### config.mk
export PLATFORM = sky130hd
export DESIGN_NAME = move_sequencer
export DESIGN_NICKNAME = d
export VERILOG_FILES = /design/src/rtl/move_sequencer_pkg.sv /design/src/rtl/input_debouncer.sv /design/src/rtl/move_sequencer.sv
export SDC_FILE = /design/constraint.sdc
export NUM_CORES = 1
export LEC_CHECK = 0
export ABC_AREA = 1
export BUFFER_PORTS_ARGS = -buffer_cell sky130_fd_sc_hd__buf_2
export CORE_AREA = 2 2 241 219
export CTS_CLUSTER_SIZE = 14
export DETAILED_ROUTE_END_ITERATION = 7
export DIE_AREA = 0 0 243 221
export PLACE_DENSITY = 0.69
export SKIP_CTS_REPAIR_TIMING = 1
export SYNTH_ARGS = -nofsm -noshare
export SYNTH_HDL_FRONTEND = slang
export SYNTH_SLANG_ARGS = --single-unit
### constraint.sdc
create_clock -name clk -period 20.7 [get_ports clk]
set_input_delay 4.14 -clock clk [delete_from_list [all_inputs] [get_ports clk]]
set_output_delay 4.14 -clock clk [all_outputs]
set_load 0.03 [all_outputs]
### src/rtl/move_sequencer_pkg.sv
// Shared encodings for the move sequencer: tile marks, turn bit, FSM states,
// and the per-entry layout of the undo history.
package move_sequencer_pkg;

  localparam int unsigned N_TILES = 9;
  localparam int unsigned IDX_W   = $clog2(N_TILES);

  typedef enum logic [1:0] {
    TILE_EMPTY = 2'b00,
    TILE_X     = 2'b01,
    TILE_O     = 2'b10
  } tile_t;

  localparam logic TURN_X = 1'b0;
  localparam logic TURN_O = 1'b1;

  typedef enum logic [1:0] {
    IDLE,
    COMMIT,
    UNDO
  } state_t;

  typedef struct packed {
    logic [2*N_TILES-1:0] board;
    logic                 turn;
  } hist_t;

  // Switches are wired with each row's columns reversed relative to tiles.
  function automatic int unsigned sw_to_tile(input int unsigned s);
    return 3 * (s / 3) + 2 - (s % 3);
  endfunction

endpackage

### src/rtl/input_debouncer.sv
// Two-flop synchroniser plus stability counter for one raw input; emits a
// single-cycle pulse when the debounced level goes from 0 to 1.
module input_debouncer #(
  parameter int unsigned DEBOUNCE_CYCLES = 1_000_000
) (
  input  logic clk,
  input  logic reset,
  input  logic raw,
  output logic rise
);

  localparam int unsigned CNT_W = (DEBOUNCE_CYCLES > 1) ? $clog2(DEBOUNCE_CYCLES) : 1;
  localparam logic [CNT_W-1:0] CNT_MAX = CNT_W'(DEBOUNCE_CYCLES - 1);

  logic [1:0]       sync;
  logic             prev;
  logic             level;
  logic [CNT_W-1:0] count;

  always_ff @(posedge clk or posedge reset) begin
    if (reset) begin
      sync  <= '0;
      prev  <= 1'b0;
      count <= '0;
      level <= 1'b0;
      rise  <= 1'b0;
    end else begin
      sync <= {sync[0], raw};
      prev <= sync[1];
      rise <= 1'b0;
      if (sync[1] != prev) begin
        count <= '0;
      end else if (count != CNT_MAX) begin
        count <= count + CNT_W'(1);
      end else begin
        level <= sync[1];
        rise  <= sync[1] & ~level;
      end
    end
  end

endmodule

### src/rtl/move_sequencer.sv
// Turns debounced tile switches and the undo button into validated one-cycle
// move/undo commands, owning the turn bit and a circular undo history.
module move_sequencer
  import move_sequencer_pkg::*;
#(
  parameter int unsigned DEBOUNCE_CYCLES = 1_000_000,
  parameter int unsigned STACK_DEPTH     = 16
) (
  input  logic                         clk,
  input  logic                         reset,
  input  logic [N_TILES-1:0]           input_switches,
  input  logic                         undo_sig,
  input  logic [2*N_TILES-1:0]         tiles,
  input  logic                         game_over,
  output logic                         move_valid,
  output logic [N_TILES-1:0]           move_onehot,
  output logic                         move_turn,
  output logic                         undo_valid,
  output logic [2*N_TILES-1:0]         undo_tiles,
  output logic                         current_turn,
  output logic [$clog2(STACK_DEPTH):0] stack_count
);

  localparam int unsigned PTR_W = $clog2(STACK_DEPTH);
  localparam int unsigned CNT_W = PTR_W + 1;
  localparam logic [CNT_W-1:0] COUNT_FULL = CNT_W'(STACK_DEPTH);

  logic [N_TILES-1:0] sw_rise;
  logic [N_TILES-1:0] tile_evt;
  logic [N_TILES-1:0] cand;
  logic [N_TILES-1:0] win_oh;
  logic [N_TILES-1:0] pend_vec;
  logic [IDX_W-1:0]   win_idx;
  logic               cand_any;
  logic               undo_rise;
  logic               pend_undo;
  logic               move_ok;
  logic               undo_ok;
  state_t             state;
  hist_t              hist [STACK_DEPTH];
  hist_t              head;
  logic [PTR_W-1:0]   wr_ptr;

  for (genvar s = 0; s < N_TILES; s++) begin : g_sw
    input_debouncer #(.DEBOUNCE_CYCLES(DEBOUNCE_CYCLES)) u_sw (
      .clk   (clk),
      .reset (reset),
      .raw   (input_switches[s]),
      .rise  (sw_rise[s])
    );
  end

  input_debouncer #(.DEBOUNCE_CYCLES(DEBOUNCE_CYCLES)) u_undo (
    .clk   (clk),
    .reset (reset),
    .raw   (undo_sig),
    .rise  (undo_rise)
  );

  always_comb begin
    tile_evt = '0;
    for (int unsigned s = 0; s < N_TILES; s++) begin
      tile_evt[sw_to_tile(s)] = sw_rise[s];
    end
  end

  // pend_vec is only non-zero in IDLE, so during COMMIT/UNDO the winner is
  // drawn from fresh events alone and becomes the held request.
  always_comb begin
    cand     = tile_evt | pend_vec;
    cand_any = |cand;
    win_idx  = '0;
    for (int unsigned t = 0; t < N_TILES; t++) begin
      if (cand[t]) win_idx = IDX_W'(t);
    end
    win_oh = '0;
    if (cand_any) win_oh[win_idx] = 1'b1;
  end

  assign head    = hist[wr_ptr - PTR_W'(1)];
  assign undo_ok = (undo_rise | pend_undo) && (stack_count != '0);
  assign move_ok = cand_any && !game_over && (tiles[2*win_idx +: 2] == TILE_EMPTY);

  always_ff @(posedge clk) begin
    if (state == COMMIT) hist[wr_ptr] <= '{board: tiles, turn: current_turn};
  end

  // Stack pointer, count and turn change only on leaving COMMIT/UNDO, so a
  // reset during the pulse leaves no partial push or pop behind.
  always_ff @(posedge clk or posedge reset) begin
    if (reset) begin
      state        <= IDLE;
      move_valid   <= 1'b0;
      move_onehot  <= '0;
      move_turn    <= TURN_X;
      undo_valid   <= 1'b0;
      undo_tiles   <= '0;
      current_turn <= TURN_X;
      stack_count  <= '0;
      wr_ptr       <= '0;
      pend_vec     <= '0;
      pend_undo    <= 1'b0;
    end else begin
      case (state)
        IDLE: begin
          pend_vec  <= '0;
          pend_undo <= 1'b0;
          if (undo_ok) begin
            state      <= UNDO;
            undo_valid <= 1'b1;
            undo_tiles <= head.board;
          end else if (move_ok) begin
            state       <= COMMIT;
            move_valid  <= 1'b1;
            move_onehot <= win_oh;
            move_turn   <= current_turn;
          end
        end
        COMMIT: begin
          state        <= IDLE;
          move_valid   <= 1'b0;
          move_onehot  <= '0;
          move_turn    <= TURN_X;
          wr_ptr       <= wr_ptr + PTR_W'(1);
          current_turn <= (current_turn == TURN_X) ? TURN_O : TURN_X;
          if (stack_count != COUNT_FULL) stack_count <= stack_count + CNT_W'(1);
          pend_vec     <= win_oh;
          pend_undo    <= undo_rise;
        end
        UNDO: begin
          state        <= IDLE;
          undo_valid   <= 1'b0;
          undo_tiles   <= '0;
          wr_ptr       <= wr_ptr - PTR_W'(1);
          stack_count  <= stack_count - CNT_W'(1);
          current_turn <= head.turn;
          pend_vec     <= win_oh;
          pend_undo    <= undo_rise;
        end
        default: state <= IDLE;
      endcase
    end
  end

endmodule

## Yosys cells after proc, flatten, opt, wreduce, memory -nomap -nowiden

Memory sizes are Yosys's and may differ from the RTL's.
Index checks and enable logic that the tools add are counted.

- Register bits: 302
- Bits in latches: 0
- RAM bits: 304
- ROM bits: 0
- Input port bits: 31
- Output and inout port bits: 36
- Logic and storage cells: 262
- Memories kept: 1

- Add/sub/neg operators: 14
- Multipliers: 0
- Div/mod/pow operators: 0
- Order comparisons: 2
- Eq/ne operators: 28
- Shift-type cells: 1
- Mux-type cells: 76
- Bitwise operators: 42
- Reduce and logical (&&, ||, !) cells: 37

Memory list:

| memory | depth | bits a word | rd ports | clocked after memory_dff | wr ports | RTL line | source |
|---|---|---|---|---|---|---|---|
| hist | 16 | 19 | 1 | 0 | 1 | move_sequencer.sv:40 | `hist_t hist [STACK_DEPTH];` |

Operators by type and width:

| cell | number |
|---|---|
| 20-bit 2-to-1 mux | 20 |
| 20-bit by 1-bit adder with 20-bit output (second input constant) | 10 |
| 20-bit inequality test (second input constant) | 10 |
| 18-bit case mux with 2 select lines | 1 |
| 9-bit case mux with 2 select lines | 2 |
| 1-bit 2-to-1 mux | 30 |
| 1-bit NOT | 30 |
| 4-bit 2-to-1 mux | 7 |
| 2-bit nonzero test | 14 |
| 9-bit 2-to-1 mux | 3 |
| 2-bit AND reduction | 12 |
| 18-bit 2-to-1 mux | 1 |
| 18-bit by 6-bit variable part select with 2-bit output | 1 |
| 1-bit bitwise AND | 10 |
| 1-bit inequality test | 10 |
| 1-bit case mux with 2 select lines | 5 |
| 5-bit case mux with 2 select lines | 1 |
| 9-bit OR | 1 |
| 9-bit OR reduction | 1 |
| 4-bit case mux with 2 select lines | 1 |
| 2-bit 2-to-1 mux | 3 |
| 2-bit inequality test (second input constant) | 3 |
| 5-bit by 1-bit adder with 5-bit output (second input constant) | 1 |
| 4-bit by 5-bit less-than comparator with 1-bit output (second input constant) | 1 |
| other kinds (18) | 22 |

## Depth between registers and ports, before layout

- Word-level depth: 17
- Mapped depth: 16
- Gate-level depth less buffers: 16

## By module

Synthesis repeated with hierarchy kept, for this count alone.

- Cell total of the unflattened synthesis: 3,045
- Area, all modules: 28,651.2 µm²

By module, submodules not included:

| module | times used | cells an instance | area each (µm²) | seq. area each (µm²) |
|---|---|---|---|---|
| move_sequencer | 1 | 1,175 | 14,700.3 | 10,430.0 |
| input_debouncer | 10 | 187 | 1,395.1 | 625.6 |

## Worst setup path before layout

Ideal clock, no wire load.

- Path kind: in2reg
- Start: input port tiles[6]
- End: register move_onehot[0]
- Library setup time: 119 ps
- Arrival: 5,082 ps
- Data required time: 20,581 ps
- Slack: 15,499 ps
- Stages on the path: 8
- Path buffers: 1
- Cell sequence: or2_2 > nand3_2 > nand2_2 > o21bai_4 > nand4_4 > buf_6 > nand3_2 > nand2_1

- Word-level cells in the longest chain between the ends: 5

Ends and longest elaborated chain:

| element | RTL line | source |
|---|---|---|
| from (decl) | move_sequencer.sv:13 | `input logic [2*N_TILES-1:0] tiles,` |
| 18-bit by 6-bit variable part select with 2-bit output | move_sequencer.sv:82 | `assign move_ok = cand_any && !game_over && (tiles[2*win_idx +: 2] == TILE_EMPTY);` |
| 2-bit logical NOT | move_sequencer.sv:82 |  |
| 1-bit logical AND | move_sequencer.sv:82 |  |
| 2-bit inequality test (no line) | n/a |  |
| 3-bit AND reduction (no line) | n/a |  |
| to (signal assigned) | move_sequencer.sv:115 | `move_onehot <= win_oh;` |
| to (decl) | move_sequencer.sv:16 | `output logic [N_TILES-1:0] move_onehot,` |

Every way passes these cells.
A chain may end at the register's enable or synchronous reset.

## Worst setup path in the final report

- Start: register current_turn
- End: output port current_turn

RTL lines:

| element | RTL line | source |
|---|---|---|
| from (decl) | move_sequencer.sv:20 | `output logic current_turn,` |
| from (signal assigned) | move_sequencer.sv:125 | `current_turn <= (current_turn == TURN_X) ? TURN_O : TURN_X;` |
| from (signal assigned) | move_sequencer.sv:136 | `current_turn <= head.turn;` |

No word-level cell between the ends.

==> results.md <==
* Sequential share of the synthesized area at 61.9%
* # DRC at 0
* WP buf/inv at 1
* Area growth, synth to finish at 11.6%
* Crit Path Max Fanout at 18
* Ys async rst share at 49.8%
* CP required at 16.56 ns
* Initial antenna violation count at 3
* Reg2reg end: undo_tiles[15]
* Largest net degree at the start of global routing at 195
* Rel. slew slack at 24.3%
* Die Ht at 221 um
* # IOs at 67
* Initial core utilization at 52.7%
* Synth Instances at 2650
* Nets@finish at 2760
* Gr ovfl total at 0
* DP HPWL at 37.6 mm
* CTS max path bufs at 3
* Area of the multi-input gates at 8980 sq um
* R2R cell count at 8
* Max Cap Viol at 0
* Hold Crit Endpoint: g_sw[3].u_sw.sync[1]
* CTS clk-pin slew, worst paths at 0.06 ns
* Worst hold stages at 0
* Core area at 51200 sq um
* Die ar. at 53700 sq um
* Via count at 19600
* Syn Area/Cell at 10.2 sq um
* Number of global-route vias before repair at 18900
* Power Density at 81.6 nW/um^2
* Leading cell type in the layout, fill and taps excluded: nand2_1
* Slowest stage delay, CP at 0.69 ns
* Unique masters post-synth at 63
* CTS tree: yes
* WL/cell at 18.2 um
* Hold WS at 0.352 ns
* Synth Net Count at 2704
* Slew Viols, Final at 0
* CP Capture Type: primary output
* Measured slew at the worst slew-check pin at 1.13 ns
* CP Cell Sequence: buf_2
* FP Rows at 79
* VDD IR max at 0.0000674 V
* Reg area at 16700 sq um
* Critical Path Source: current_turn
* Minimum clock period at 5.80 ns
* Netlist Area Pre-Place at 27000 sq um
* CTS Buf Count at 61
* Cell family with the largest share of critical-path delay: flip-flops
* Clk sink count at 606
* Final Routed Wirelength at 62.9 mm
* FMAX at 172 MHz
* Placer Congestion at 0.881
* Vias/cell at 5.69
* Hold Crit Start: g_sw[3].u_sw.sync[0]
* EDFF count, synth at 304
* Clock latency on the worst-skew pair at 0.67 ns
* Clock Tree Root: clkbuf_16
* Critical-path top delay cell: dfrtp_1
* Startpoint type of the worst setup path: flop
* First-pass GRT wire length at 100 mm
* Worst r2r src: wr_ptr[0]
* First drt pass iteration count at 5
* Final setup viols at 0
* Critical path class: reg2out
* Hold WC Path Type: reg2reg
* Main synth FF type: edfxtp_1
* Worst setup margin at 14.90 ns
* Status: finished, final reports clean
* DIE WIDTH at 243 um
* Unrepaired setup endpoints after global routing: false
* Reg-to-reg slack, setup at 16.40 ns
* Antenna viol nets, final at 0
* Clock Skew at 0.0522 ns
* Setup tns final at 0 ns
* Ys Warns at 0
* Worst path depth at 1
* Place WS at 14.67 ns
* Most frequent cells in the layout: nand2_1, edfxtp_1, dfrtp_1, a21oi_1, inv_1
* Total Routing Usage GR at 23.3%
* First-iteration detailed-routing DRC count at 1703
* Synth Register Bits at 606
* Port Buffers at 66
* Worst EP arrival at 1.66 ns
* Tcrit/Tclk final at 28.0%
* H-Tree Level Count at 2
* Layout fillers at 4272
* Leak at 0.0121 uW
* Fin. Hold Viols at 0
* Ratio of cells with drive above 1 in the final layout at 12.0%
## state kept, by name, summed over array words and instances, names as in the netlist, 2 cells and up
name / cells
state: 2
g_sw.u_sw.prev: 9
u_undo.sync: 2
u_undo.count: 20
move_onehot: 9
g_sw.u_sw.rise: 9
undo_tiles: 18
hist: 304
pend_vec: 9
wr_ptr: 4
g_sw.u_sw.count: 180
g_sw.u_sw.level: 9
stack_count: 5
g_sw.u_sw.sync: 18
## kinds of logic (layout without fill, tap and decap cells)
group	after synthesis	in the layout	share of synthesized area, %
compound gates	564	564	12.1
fa+ha+maj	23	23	1.10
flops	606	606	61.9
simple gates	1070	1070	18.9
buf+inv	365	473	5.24
other cells	0	2	0
xor+xnor	22	22	0.715
## metrics by stage
stage                     total power (uW)  std cells  utilization [%]  instance area (sq um)
after global placement                1350       3331             54.7                  28000
final                                 2460       3448             58.8                  30100
after detailed placement              1360       3331             54.7                  28000
after global routing                  2530       3448             58.8                  30100
after CTS                             2470       3446             58.8                  30100
after floorplan                       1330       2650                -                  27000
## report_power, final
| group | total, uW | internal [uW] | switching (uW) |
|---|---|---|---|
| Clock | 1120 | 647 | 476 |
| Combinational | 50.7 | 11.5 | 39.2 |
| Sequential | 1280 | 1270 | 6.44 |
| Total | 2460 | 1930 | 522 |
## metal layers
metal | GRT usage, % | share of wire (%)
met1 | 32.3 | 43
met2 | 37.7 | 47
met3 | 4.29 | 7.4
met4 | 7.14 | 2.5
met5 | 0 | 0.016
## Yosys cell counts (20+ instances only)
master / count / area [sq um]
nor4_1: 30 / 188
inv_1: 257 / 965
nor2_1: 199 / 747
nor2_2: 26 / 163
a22oi_1: 38 / 285
nand4_1: 56 / 350
clkbuf_1: 50 / 188
nor3_1: 77 / 385
ha_1: 22 / 275
dfrtp_1: 302 / 7560
o21ai_0: 137 / 686
a21oi_1: 260 / 1300
edfxtp_1: 304 / 9130
nand2_1: 465 / 1750
buf_2: 20 / 100
nand3_1: 122 / 611
o22ai_1: 22 / 138
## worst max path at each step
stage | end
floorplan | current_turn
global placement | wr_ptr[0]
detailed placement | wr_ptr[0]
CTS | current_turn
global route | current_turn
finish | current_turn
## area by class of cell
| type | count | share of cell area, % |
|---|---|---|
| clock inverter | 37 | 1.41 |
| antenna | 2 | 0.0166 |
| multi-input combinational | 1679 | 29.9 |
| inverter | 281 | 3.55 |
| sequential | 606 | 55.5 |
| clock buffer | 78 | 5.42 |
| tap | 688 | 2.86 |
| timing repair buffer | 77 | 1.41 |
Note: power is estimated with default switching activity, not from simulation.
